<file path="src/rtl/readout_pkg.sv">
// Shared constants for the ADC result sequencer: frame geometry,
// channel interleave tables and the tagged FIFO entry layout.
package readout_pkg;

   localparam int PIXELS_DEF    = 128;
   localparam int NUM_ADC_DEF   = 4;
   localparam int ADC_WIDTH_DEF = 16;
   localparam int TAG_W         = 7;
   localparam int ENTRY_W       = ADC_WIDTH_DEF + TAG_W;

   // Two bits per slot, slot 0 in the LSBs.
   // CH_MAP is indexed by pixel%4, CH_BASE by channel.
   localparam logic [7:0] CH_MAP  = {2'd2, 2'd0, 2'd3, 2'd1};
   localparam logic [7:0] CH_BASE = {2'd1, 2'd3, 2'd0, 2'd2};

   function automatic logic [1:0] map_ch(input logic [1:0] slot);
      return CH_MAP[{slot, 1'b0} +: 2];
   endfunction

endpackage

</file>
<file path="src/rtl/adc_result_sequencer_if.sv">
// Sample-in and beat-out bundle of the ADC result sequencer.
// master = sequencer side, slave = ADC front end plus downstream sink.
interface adc_result_sequencer_if;
   import readout_pkg::*;

   logic [NUM_ADC_DEF-1:0]               adc_valid;
   logic [NUM_ADC_DEF*ADC_WIDTH_DEF-1:0] adc_data;
   logic                                 out_valid;
   logic                                 out_ready;
   logic [ADC_WIDTH_DEF-1:0]             out_data;
   logic [TAG_W-1:0]                     out_index;
   logic                                 out_last;

   modport master (
      input  adc_valid, adc_data, out_ready,
      output out_valid, out_data, out_index, out_last
   );

   modport slave (
      output adc_valid, adc_data, out_ready,
      input  out_valid, out_data, out_index, out_last
   );

endinterface

</file>
<file path="src/rtl/adc_tag_fifo.sv">
// Two-entry FIFO of {sample, pixel tag}; a push into a full FIFO is
// taken only when a pop retires the head in the same cycle.
module adc_tag_fifo
   import readout_pkg::*;
(
   input  logic               clk,
   input  logic               reset,
   input  logic               i_clr,
   input  logic               i_push,
   input  logic               i_pop,
   input  logic [ENTRY_W-1:0] i_data,
   output logic [ENTRY_W-1:0] o_data,
   output logic               o_full,
   output logic               o_empty
);

   logic [ENTRY_W-1:0] r_mem [2];
   logic               r_rd;
   logic               r_wr;
   logic [1:0]         r_cnt;
   logic               w_pop;
   logic               w_push;

   assign w_pop   = i_pop && (r_cnt != 2'd0);
   assign w_push  = i_push && ((r_cnt != 2'd2) || w_pop);
   assign o_data  = r_mem[r_rd];
   assign o_full  = (r_cnt == 2'd2);
   assign o_empty = (r_cnt == 2'd0);

   // Clear restarts the FIFO but still keeps a same-cycle push.
   always_ff @(posedge clk) begin
      if (reset) begin
         r_rd  <= 1'b0;
         r_wr  <= 1'b0;
         r_cnt <= 2'd0;
      end else if (i_clr) begin
         r_rd  <= 1'b0;
         r_wr  <= i_push;
         r_cnt <= {1'b0, i_push};
      end else begin
         if (w_push) r_wr <= ~r_wr;
         if (w_pop)  r_rd <= ~r_rd;
         r_cnt <= r_cnt + {1'b0, w_push} - {1'b0, w_pop};
      end
   end

   always_ff @(posedge clk) begin
      if (i_clr && i_push)
         r_mem[0] <= i_data;
      else if (!i_clr && w_push)
         r_mem[r_wr] <= i_data;
   end

endmodule

</file>
<file path="src/rtl/adc_result_sequencer.sv">
// Reorders interleaved ADC samples into pixel order 0..N-1, skipping
// pixels whose sample was dropped, behind a single output register.
module adc_result_sequencer
   import readout_pkg::*;
#(
   parameter int PIXELS    = PIXELS_DEF,
   parameter int NUM_ADC   = NUM_ADC_DEF,
   parameter int ADC_WIDTH = ADC_WIDTH_DEF
)(
   input  logic                  clk,
   input  logic                  reset,
   input  logic                  frame_start,
   input  logic                  overflow_clear,
   adc_result_sequencer_if.master bus,
   output logic                  frame_done,
   output logic                  overflow
);

   localparam logic [7:0] LAST_IDX = 8'(PIXELS - 1);
   localparam logic [7:0] IDLE_IDX = 8'(PIXELS);
   localparam logic [5:0] CNT_MAX  = 6'(PIXELS / NUM_ADC);

   logic [7:0]           r_exp;
   logic                 r_out_valid;
   logic [ADC_WIDTH-1:0] r_out_data;
   logic [TAG_W-1:0]     r_out_index;
   logic                 r_out_last;
   logic                 r_frame_done;
   logic                 r_overflow;

   logic [ENTRY_W-1:0]   w_head [NUM_ADC];
   logic [7:0]           w_lim  [NUM_ADC];
   logic [NUM_ADC-1:0]   w_full;
   logic [NUM_ADC-1:0]   w_empty;
   logic [NUM_ADC-1:0]   w_pop;
   logic [NUM_ADC-1:0]   w_push;
   logic [NUM_ADC-1:0]   w_drop;
   logic [1:0]           w_sel;
   logic [ENTRY_W-1:0]   w_cur;
   logic                 w_hit;
   logic                 w_can;
   logic                 w_act;
   logic                 w_emit;
   logic                 w_skip;

   for (genvar k = 0; k < NUM_ADC; k++) begin : g_ch
      localparam logic [1:0] BASE = CH_BASE[2*k +: 2];

      logic [5:0]         r_cnt;
      logic [TAG_W-1:0]   w_tag;
      logic [ENTRY_W-1:0] w_entry;

      // A strobe on frame_start is sample n=0 of the new frame.
      assign w_tag = frame_start ? {5'd0, BASE}
                   : {5'd0, BASE} + {r_cnt[4:0], 2'b00};
      assign w_entry = {bus.adc_data[ADC_WIDTH*k +: ADC_WIDTH], w_tag};
      assign w_lim[k] = {6'd0, BASE} + {r_cnt, 2'b00};
      assign w_pop[k] = w_emit && (w_sel == 2'(k));
      assign w_push[k] = bus.adc_valid[k]
                       && (frame_start || (r_cnt != CNT_MAX));
      assign w_drop[k] = bus.adc_valid[k] && !frame_start
                       && ((r_cnt == CNT_MAX) || (w_full[k] && !w_pop[k]));

      always_ff @(posedge clk) begin
         if (reset)
            r_cnt <= 6'd0;
         else if (frame_start)
            r_cnt <= {5'd0, bus.adc_valid[k]};
         else if (bus.adc_valid[k] && (r_cnt != CNT_MAX))
            r_cnt <= r_cnt + 6'd1;
      end

      adc_tag_fifo u_fifo (
         .clk     (clk),
         .reset   (reset),
         .i_clr   (frame_start),
         .i_push  (w_push[k]),
         .i_pop   (w_pop[k]),
         .i_data  (w_entry),
         .o_data  (w_head[k]),
         .o_full  (w_full[k]),
         .o_empty (w_empty[k])
      );
   end

   assign w_sel  = map_ch(r_exp[1:0]);
   assign w_cur  = w_head[w_sel];
   assign w_hit  = !w_empty[w_sel]
                && (w_cur[TAG_W-1:0] == r_exp[TAG_W-1:0]);
   assign w_can  = !r_out_valid || bus.out_ready;
   assign w_act  = !frame_start && (r_exp < IDLE_IDX);
   assign w_emit = w_act && w_hit && w_can;
   // Pixel already counted on its channel but not at the head: it was lost.
   assign w_skip = w_act && !w_hit && (r_exp < w_lim[w_sel]);

   always_ff @(posedge clk) begin
      if (reset) begin
         r_exp        <= IDLE_IDX;
         r_out_valid  <= 1'b0;
         r_out_data   <= '0;
         r_out_index  <= '0;
         r_out_last   <= 1'b0;
         r_frame_done <= 1'b0;
      end else if (frame_start) begin
         r_exp        <= 8'd0;
         r_out_valid  <= 1'b0;
         r_frame_done <= 1'b0;
      end else begin
         r_frame_done <= (w_emit || w_skip) && (r_exp == LAST_IDX);
         if (w_emit || w_skip)
            r_exp <= r_exp + 8'd1;
         if (w_emit) begin
            r_out_valid <= 1'b1;
            r_out_data  <= w_cur[ENTRY_W-1:TAG_W];
            r_out_index <= w_cur[TAG_W-1:0];
            r_out_last  <= (r_exp == LAST_IDX);
         end else if (bus.out_ready) begin
            r_out_valid <= 1'b0;
         end
      end
   end

   always_ff @(posedge clk) begin
      if (reset)
         r_overflow <= 1'b0;
      else if (|w_drop)
         r_overflow <= 1'b1;
      else if (overflow_clear)
         r_overflow <= 1'b0;
   end

   assign bus.out_valid = r_out_valid;
   assign bus.out_data  = r_out_data;
   assign bus.out_index = r_out_index;
   assign bus.out_last  = r_out_last;
   assign frame_done    = r_frame_done;
   assign overflow      = r_overflow;

endmodule
</file>
<file path="src/flat_wrapper.sv">
// flat-port wrapper written by rule: the top's interface ports become plain ports
module adc_result_sequencer_flat import readout_pkg::*;
#(
   parameter int PIXELS    = PIXELS_DEF,
   parameter int NUM_ADC   = NUM_ADC_DEF,
   parameter int ADC_WIDTH = ADC_WIDTH_DEF
)
  (clk, reset, frame_start, overflow_clear, frame_done, overflow, bus_adc_valid, bus_adc_data, bus_out_ready, bus_out_valid, bus_out_data, bus_out_index, bus_out_last);
  adc_result_sequencer_if bus_i ();
  input  logic clk;
  input  logic reset;
  input  logic frame_start;
  input  logic overflow_clear;
  output logic frame_done;
  output logic overflow;
  input wire logic [$bits(bus_i.adc_valid)-1:0] bus_adc_valid;
  input wire logic [$bits(bus_i.adc_data)-1:0] bus_adc_data;
  input wire logic [$bits(bus_i.out_ready)-1:0] bus_out_ready;
  output wire logic [$bits(bus_i.out_valid)-1:0] bus_out_valid;
  output wire logic [$bits(bus_i.out_data)-1:0] bus_out_data;
  output wire logic [$bits(bus_i.out_index)-1:0] bus_out_index;
  output wire logic [$bits(bus_i.out_last)-1:0] bus_out_last;
  assign bus_i.adc_valid = bus_adc_valid;
  assign bus_i.adc_data = bus_adc_data;
  assign bus_i.out_ready = bus_out_ready;
  assign bus_out_valid = bus_i.out_valid;
  assign bus_out_data = bus_i.out_data;
  assign bus_out_index = bus_i.out_index;
  assign bus_out_last = bus_i.out_last;
  adc_result_sequencer #(.PIXELS(PIXELS), .NUM_ADC(NUM_ADC), .ADC_WIDTH(ADC_WIDTH)) u_core (.clk(clk), .reset(reset), .frame_start(frame_start), .overflow_clear(overflow_clear), .bus(bus_i), .frame_done(frame_done), .overflow(overflow));
endmodule
</file>
<file path="config.mk">
export PLATFORM = sky130hd
export DESIGN_NAME = adc_result_sequencer_flat
export DESIGN_NICKNAME = d
export VERILOG_FILES = /design/src/rtl/readout_pkg.sv /design/src/rtl/adc_result_sequencer_if.sv /design/src/rtl/adc_tag_fifo.sv /design/src/rtl/adc_result_sequencer.sv /design/src/flat_wrapper.sv
export SDC_FILE = /design/constraint.sdc
export NUM_CORES = 1
export LEC_CHECK = 0
export CORE_MARGIN = 2
export CORE_UTILIZATION = 46
export DETAILED_ROUTE_END_ITERATION = 8
export GPL_TIMING_DRIVEN = 1
export PLACE_DENSITY_LB_ADDON = 0.25
export SYNTH_ARGS = -nofsm -noshare
export SYNTH_HDL_FRONTEND = slang
export SYNTH_SLANG_ARGS = --single-unit
</file>
<file path="constraint.sdc">
create_clock -name clk -period 5.1 [get_ports clk]
set_clock_uncertainty 0.1 [all_clocks]
set_input_delay 0.765 -clock clk [delete_from_list [all_inputs] [get_ports clk]]
set_output_delay 0.765 -clock clk [all_outputs]
set_load 0.1 [all_outputs]
</file>
==> flow_summary.ini, run 1 <==
[critical_path]
worstPathBufferInverterCount = 1
worst_path_largest_cell_delay_ps = 800
worst_ep_arrival_time_ps = 4480
cell_occurring_most_often_along_the_worst_timing_path = sky130_fd_sc_hd__ha_1
critPathRequiredTime_ps = 5390
crit_slowest_cell = sky130_fd_sc_hd__dfxtp_1
path_max_fanout = 15
timing.critical_path.from_type = flop
critPathKind = reg -> reg
endpoint_kind = flop
timing.critical_path.cells = nand2_1 -> o22ai_1 -> or3_1 -> nand4_1 -> nor3_1 -> a21oi_1 -> or2_2 -> ha_1 -> inv_1 -> ha_1 -> xor2_1 -> xnor2_1 -> nor2_1
timing.critical_path.max_delay_family = simple AND/OR/NAND/NOR gates

[sta]
fin_ws_ps = 912.0
hold_viol_final = 0
share_of_the_clock_period_used_by_the_worst_path_pct = 82.12
fmax_mhz = 238.8
holdWs_ps = 394.8
worst_pin_slew_ps = 980.9
final_max_slew_viol_count = 0
rsz_0062_raised_after_global_routing = false
setup_violations = 0
finalWorstPathRequiredPeriod_ps = 4188
setup_tns_ps = 0
timing.max_slew.rel_slack_pct = 34.40

[die]
die_w_um = 156.9
vertical_die_dimension_um = 156.9
fp.coreArea_um2 = 22780
start_util_pct = 47.21
num_rows = 55
io_pins = 100
fp.dieArea_um2 = 24610

[detailed_routing]
wl_um = 25490
wl_per_cell_um = 20.59
drc_errors = 0
detailedRoute.firstPassIterationCount = 5
detail-route-antenna-nets = 0
route.detailed.vias_per_inst = 5.472
first_drt_iteration_drcs = 455
vias = 6774

[global_route]
antenna_found_initial = 1
total_global_routing_track_utilization_pct = 21.11
gr-usage-met3_pct = 3.524
vias_in_the_first_global_route = 6770
grt_busiest_layer = met2
grt.met2_usage_pct = 35.86
globalRouteMet1Util_pct = 28.57
first_pass_grt_wire_length_um = 38910
grt_start_max_net_pins = 47
globalRoute.totalOverflow = 0

[clock_tree]
setup_bufs_post_cts = 0
clock_tree_from_tritoncts = yes
cts_hold_repair.buffers = 0
cts_max_path_buffers = 3
ctsResizeCount = 0
library_cell_used_as_clock_root_buffer = sky130_fd_sc_hd__clkbuf_16
clock_insertion_delay_worst_skew_ps = 530
clkSlewWorstSetupHoldPaths_ps = 60
cts.htree.levels = 1
number_of_buffers_inserted_during_clock_tree_synthesis = 26
cts_sinks = 247

[logic_synthesis]
synth_enable_flop_cells = 168
netlist_instances = 794
post-synth-top-area-fraction_pct = 46.92
synthFlopType = sky130_fd_sc_hd__edfxtp_1
ffs_latches_synth = 247
mappedNetlistNets = 893
yosys_warnings = 0
ys_types = 59
synth_sequential_area_ratio_pct = 61.62
synth_area_um2 = 10750
synth_top_cells_by_area = sky130_fd_sc_hd__edfxtp_1 (47%), sky130_fd_sc_hd__dfxtp_1 (15%), sky130_fd_sc_hd__mux2i_1 (7.4%), sky130_fd_sc_hd__mux4_2 (4.8%), sky130_fd_sc_hd__ha_1 (3.0%)
ys_async_sr_fraction_pct = 0
synth.largest_area_cell = sky130_fd_sc_hd__edfxtp_1
synth.avg_cell_area_um2 = 13.54

[cells_and_area]
number_of_filler_instances_in_the_final_layout = 1887
syn_to_final_growth_pct = 20.64
layout-drive-gt1-share_pct = 13.08
number_of_diodes_added_for_antenna_fixing = 0
total_nets_final = 1004

[job]
cap_violations = 0

[power]
power_leakage_nw = 4.349
irDropWorstVdd_mv = 0.2317
power_density_nw_per_um2 = 337.2

[status]
outcome = finished clean

[placement]
gpl.final_weighted_congestion = 0.9035
hpwlAfterDp_um = 17490
post-place-ws_ps = 941.1
portBuffers = 99

[hold_path]
min_path_type = reg -> reg
-- synth_stat cells (3+ instances only) --
cell,count
sky130_fd_sc_hd__mux2_1,7
sky130_fd_sc_hd__mux4_2,23
sky130_fd_sc_hd__xor2_1,16
sky130_fd_sc_hd__xnor2_1,7
sky130_fd_sc_hd__and3_1,7
sky130_fd_sc_hd__o211ai_1,6
sky130_fd_sc_hd__mux2_2,9
sky130_fd_sc_hd__nor2b_1,19
sky130_fd_sc_hd__buf_4,4
sky130_fd_sc_hd__nor2_1,77
sky130_fd_sc_hd__a21o_1,3
sky130_fd_sc_hd__nand4_1,11
sky130_fd_sc_hd__o21ai_0,21
sky130_fd_sc_hd__buf_6,6
sky130_fd_sc_hd__nand2b_1,8
sky130_fd_sc_hd__nand2_1,30
sky130_fd_sc_hd__and4_1,5
sky130_fd_sc_hd__or2_2,5
sky130_fd_sc_hd__a31oi_1,3
sky130_fd_sc_hd__dfxtp_1,79
sky130_fd_sc_hd__nor3_1,3
sky130_fd_sc_hd__nor4b_1,3
sky130_fd_sc_hd__edfxtp_1,168
sky130_fd_sc_hd__o22ai_1,8
sky130_fd_sc_hd__a211oi_1,4
sky130_fd_sc_hd__nor3b_1,4
sky130_fd_sc_hd__mux2i_1,79
sky130_fd_sc_hd__a21oi_1,29
sky130_fd_sc_hd__nand3_1,21
sky130_fd_sc_hd__clkbuf_1,16
sky130_fd_sc_hd__or3_1,15
sky130_fd_sc_hd__a211oi_2,12
sky130_fd_sc_hd__inv_1,23
sky130_fd_sc_hd__ha_1,26
sky130_fd_sc_hd__buf_1,9
-- area by class of cell --
class	count	area, µm²	area share (%)
clock buffers	36	738.2	5.691
clock inverters	12	113.9	0.8777
inverters	24	90.09	0.6944
multi-input cells	488	3887	29.97
flip-flops and latches	247	6628	51.09
well taps	313	391.6	3.019
repair buffers	118	1124	8.661
-- tightest hold or removal path, delay by kind of cell (launching register included) --
| kind | cells | cell delay [ps] |
|---|---|---|
| flip-flops | 1 | 320 |
| multiplexers | 1 | 60 |
| AND/OR/NAND/NOR | 1 | 70 |
-- per-stage QoR --
| step | std cells | power [W] | util, % | instance area, µm² |
|---|---|---|---|---|
| finish | 1238 | 0.004375 | 56.95 | 12970 |
| global route | 1238 | 0.004526 | 56.95 | 12970 |
| CTS | 1238 | 0.004411 | 56.95 | 12970 |
| detailed placement | 1190 | 0.002559 | 53.21 | 12120 |
| global placement | 1190 | 0.002553 | 53.21 | 12120 |
| floorplan | 794 | 0.002425 | - | 10750 |
-- registers in the layout, summed over array words and instances (netlist names), 4 cells and up, named ones only --
| name | count |
|---|---|
| u_core.g_ch.u_fifo.r_cnt | 8 |
| u_core.g_ch.r_cnt | 24 |
| u_core.bus.out_data | 16 |
| u_core.r_exp | 8 |
| u_core.bus.out_index | 7 |
| u_core.g_ch.u_fifo.r_wr | 4 |
| u_core.g_ch.u_fifo.r_rd | 4 |
| u_core.g_ch.u_fifo.r_mem | 168 |
-- final timing paths --
path,start,slack (ps),endpoint,cells past startpoint
setup / recovery,u_core.r_exp[0],910,u_core.g_ch[0].u_fifo.r_cnt[1],13
hold / removal,u_core.bus.out_index[6],390,u_core.bus.out_index[6],2
setup reg to reg,u_core.r_exp[0],910,u_core.g_ch[0].u_fifo.r_cnt[1],13
hold reg to reg,u_core.bus.out_index[6],390,u_core.bus.out_index[6],2
-- layer usage --
| metal | part of all wire (%) | routed length (µm) |
|---|---|---|
| met3 | 6.5 | 1649 |
| met4 | 1.9 | 487 |
| met5 | 0.047 | 12 |
| met2 | 48 | 12260 |
| met1 | 43 | 11090 |
-- where the power goes --
| group | internal [W] | leakage, nW | total, W | switching [W] |
|---|---|---|---|---|
| Sequential | 0.00221 | 2.23 | 0.00224 | 0.0000257 |
| Combinational | 0.000121 | 1.70 | 0.000276 | 0.000155 |
| Clock | 0.00111 | 0.419 | 0.00186 | 0.000751 |
-- cells in the final DEF, fill, tap and decap left out, types with 11 or more instances in the layout --
cell                                n
sky130_fd_sc_hd__dfxtp_1           78
sky130_fd_sc_hd__mux4_2            23
sky130_fd_sc_hd__mux2i_1           79
sky130_fd_sc_hd__a211oi_2          12
sky130_fd_sc_hd__ha_1              26
sky130_fd_sc_hd__o21ai_0           21
sky130_fd_sc_hd__clkbuf_16         26
sky130_fd_sc_hd__nand4_1           11
sky130_fd_sc_hd__nor2b_1           19
sky130_fd_sc_hd__xor2_1            16
sky130_fd_sc_hd__or3_1             15
sky130_fd_sc_hd__buf_4             19
sky130_fd_sc_hd__edfxtp_1         168
sky130_fd_sc_hd__nand3_1           21
sky130_fd_sc_hd__inv_1             23
sky130_fd_sc_hd__nor2_1            77
sky130_fd_sc_hd__nand2_1           30
sky130_fd_sc_hd__a21oi_1           28
sky130_fd_sc_hd__clkdlybuf4s50_1   97
-- cell families (layout without fill, tap and decap cells) --
logic type | after synthesis | after routing | synth area share (%)
flip-flops | 247 | 247 | 61.62
XOR/XNOR | 23 | 23 | 1.873
multiplexers | 118 | 118 | 13.85
AO/OA/AOI/OAI | 105 | 105 | 6.726
buffers and inverters | 59 | 190 | 2.618
adder cells (fa/ha/maj) | 26 | 26 | 3.025
AND/OR/NAND/NOR | 216 | 216 | 10.29
No activity file was read; power rests on OpenSTA's default activity.
==> run 2, diff against run 1 <==
- clock period: 5.1 -> 4.29 ns (I/O delays scaled with it)
==> run 2 against run 1 <==
Effect of this change:
- maximum frequency increased by 13%
- die area did not move
- first-iteration DRC count up 35%
- clock power grew 26%
- global-route usage rose by 0.079 points
- critical endpoint is now u_core.g_ch[3].u_fifo.r_cnt[1]
- largest power group unchanged
==> flow_summary.ini, run 2 (synthesis gave the netlist of run 1 again) <==
[status]
outcome = finished clean

[detailed_routing]
detailedRoute.firstPassIterationCount = 5
wl_um = 25810
first_drt_iteration_drcs = 615
drc_errors = 0
route.detailed.vias_per_inst = 5.530
detail-route-antenna-nets = 0
wl_per_cell_um = 20.76
vias = 6874

[critical_path]
cell_occurring_most_often_along_the_worst_timing_path = sky130_fd_sc_hd__ha_1
worst_ep_arrival_time_ps = 4030
crit_slowest_cell = sky130_fd_sc_hd__nor4b_1
endpoint_kind = flop
timing.critical_path.from_type = flop
critPathKind = reg -> reg
worst_path_largest_cell_delay_ps = 700
r2r.worst_path.cells = 13
path_max_fanout = 9
timing.critical_path.cells = buf_4 -> or2_1 -> o22ai_1 -> o21ai_0 -> and4_1 -> nand2_1 -> nor4b_1 -> ha_1 -> inv_1 -> ha_1 -> xor2_1 -> xnor2_1 -> nor2_1
critPathRequiredTime_ps = 4620

[sta]
hold_viol_final = 0
final_max_slew_viol_count = 0
rsz_0062_raised_after_global_routing = false
setup_tns_ps = 0
share_of_the_clock_period_used_by_the_worst_path_pct = 86.29
finalWorstPathRequiredPeriod_ps = 3702
setup_violations = 0
timing.max_slew.rel_slack_pct = 32.60
fmax_mhz = 270.1
worst_pin_slew_ps = 1008

[clock_tree]
cts_hold_repair.buffers = 0
cts.htree.levels = 1
cts_sinks = 247
clkSlewWorstSetupHoldPaths_ps = 60
cts_max_path_buffers = 3
clock_tree_from_tritoncts = yes
setup_bufs_post_cts = 0
number_of_buffers_inserted_during_clock_tree_synthesis = 27
library_cell_used_as_clock_root_buffer = sky130_fd_sc_hd__clkbuf_16
ctsResizeCount = 0
clock_insertion_delay_worst_skew_ps = 550

[cells_and_area]
number_of_diodes_added_for_antenna_fixing = 0
syn_to_final_growth_pct = 21.35
total_nets_final = 1008
layout_common_cells = sky130_fd_sc_hd__edfxtp_1 (168), sky130_fd_sc_hd__clkdlybuf4s50_1 (97), sky130_fd_sc_hd__mux2i_1 (79)
largest_register = u_core.g_ch.u_fifo.r_mem
layout-drive-gt1-share_pct = 13.66
layoutNonFillerInstCount = 1243
most_frequent_standard_cell_in_the_layout_excluding_fill_and_tap_cells = sky130_fd_sc_hd__edfxtp_1
number_of_flip_flops_in_the_largest_register = 168

[die]
fp.dieArea_um2 = 24610
start_util_pct = 47.21
die_w_um = 156.9
vertical_die_dimension_um = 156.9
num_rows = 55
io_pins = 100
fp.coreArea_um2 = 22780

[hold_path]
hold_depth = 2
min_path_type = reg -> reg

[placement]
portBuffers = 99
hpwlAfterDp_um = 17260
gpl.final_weighted_congestion = 0.9298
numPlacedInstances = 1193

[power]
power_leakage_nw = 4.382
irDropWorstVdd_mv = 0.2792
power_density_nw_per_um2 = 409.1

[global_route]
total_global_routing_track_utilization_pct = 21.19
antenna_found_initial = 0
first_pass_grt_wire_length_um = 39300
vias_in_the_first_global_route = 6840
globalRoute.totalOverflow = 0
grt_start_max_net_pins = 39

[job]
cap_violations = 0
## run 2: path summary, 6_finish.rpt
| kind | startpoint | to | slack (ps) |
|---|---|---|---|
| hold / removal | u_core.bus.out_index[4] | u_core.bus.out_index[4] | 390 |
| setup reg to reg | u_core.r_exp[0] | u_core.g_ch[3].u_fifo.r_cnt[1] | 590 |
| setup / recovery | u_core.r_exp[0] | u_core.g_ch[3].u_fifo.r_cnt[1] | 590 |
| hold reg to reg | u_core.bus.out_index[4] | u_core.bus.out_index[4] | 390 |
## run 2: layout make-up
type | instances | area, µm²
inverter | 24 | 90.09
tap | 313 | 391.6
multi-input combinational | 488 | 3887
fill | 1847 | 9729
clock inverter | 17 | 207.7
sequential | 247 | 6628
timing repair buffer | 121 | 1146
clock buffer | 33 | 698.2
## run 2: through the flow
step	worst slack [ps]	utilization [%]	cell area (µm²)	hold WS [ps]	total power, W
2_1_floorplan	220.8	-	10750	360.5	0.002883
3_3_place_gp	646.2	53.31	12140	380.3	0.003040
3_5_place_dp	562.3	53.31	12140	385.7	0.003047
5_1_grt	213.9	57.29	13050	420.9	0.005514
4_1_cts	664.0	57.29	13050	395.6	0.005382
6_report	588.3	57.29	13050	394.0	0.005338
## run 2: worst max-delay path: cells and delay by family (launching register included)
family	cells	cell delay [ps]
xor gates and xnor gates	2	300
AOI/OAI and AO/OA	2	420
and+or+nand+nor	5	1400
buffers and inverters	2	310
DFF	1	570
adders and majority gates	2	490
## run 2: metal layers
metal | wire (µm) | vias up | global-route usage (%)
met2 | 12040 | 243 | 34.59
met1 | 11660 | 3385 | 29.70
li1 | - | 3204 | -
met4 | 595 | 0 | 6.160
met5 | 0 | - | 0
met3 | 1522 | 42 | 3.001
## run 2: report_power, final
part / internal (W) / switching, W
Clock: 0.00141 / 0.000932
Combinational: 0.000145 / 0.000188
Sequential: 0.00263 / 0.0000316
Total: 0.00419 / 0.00115
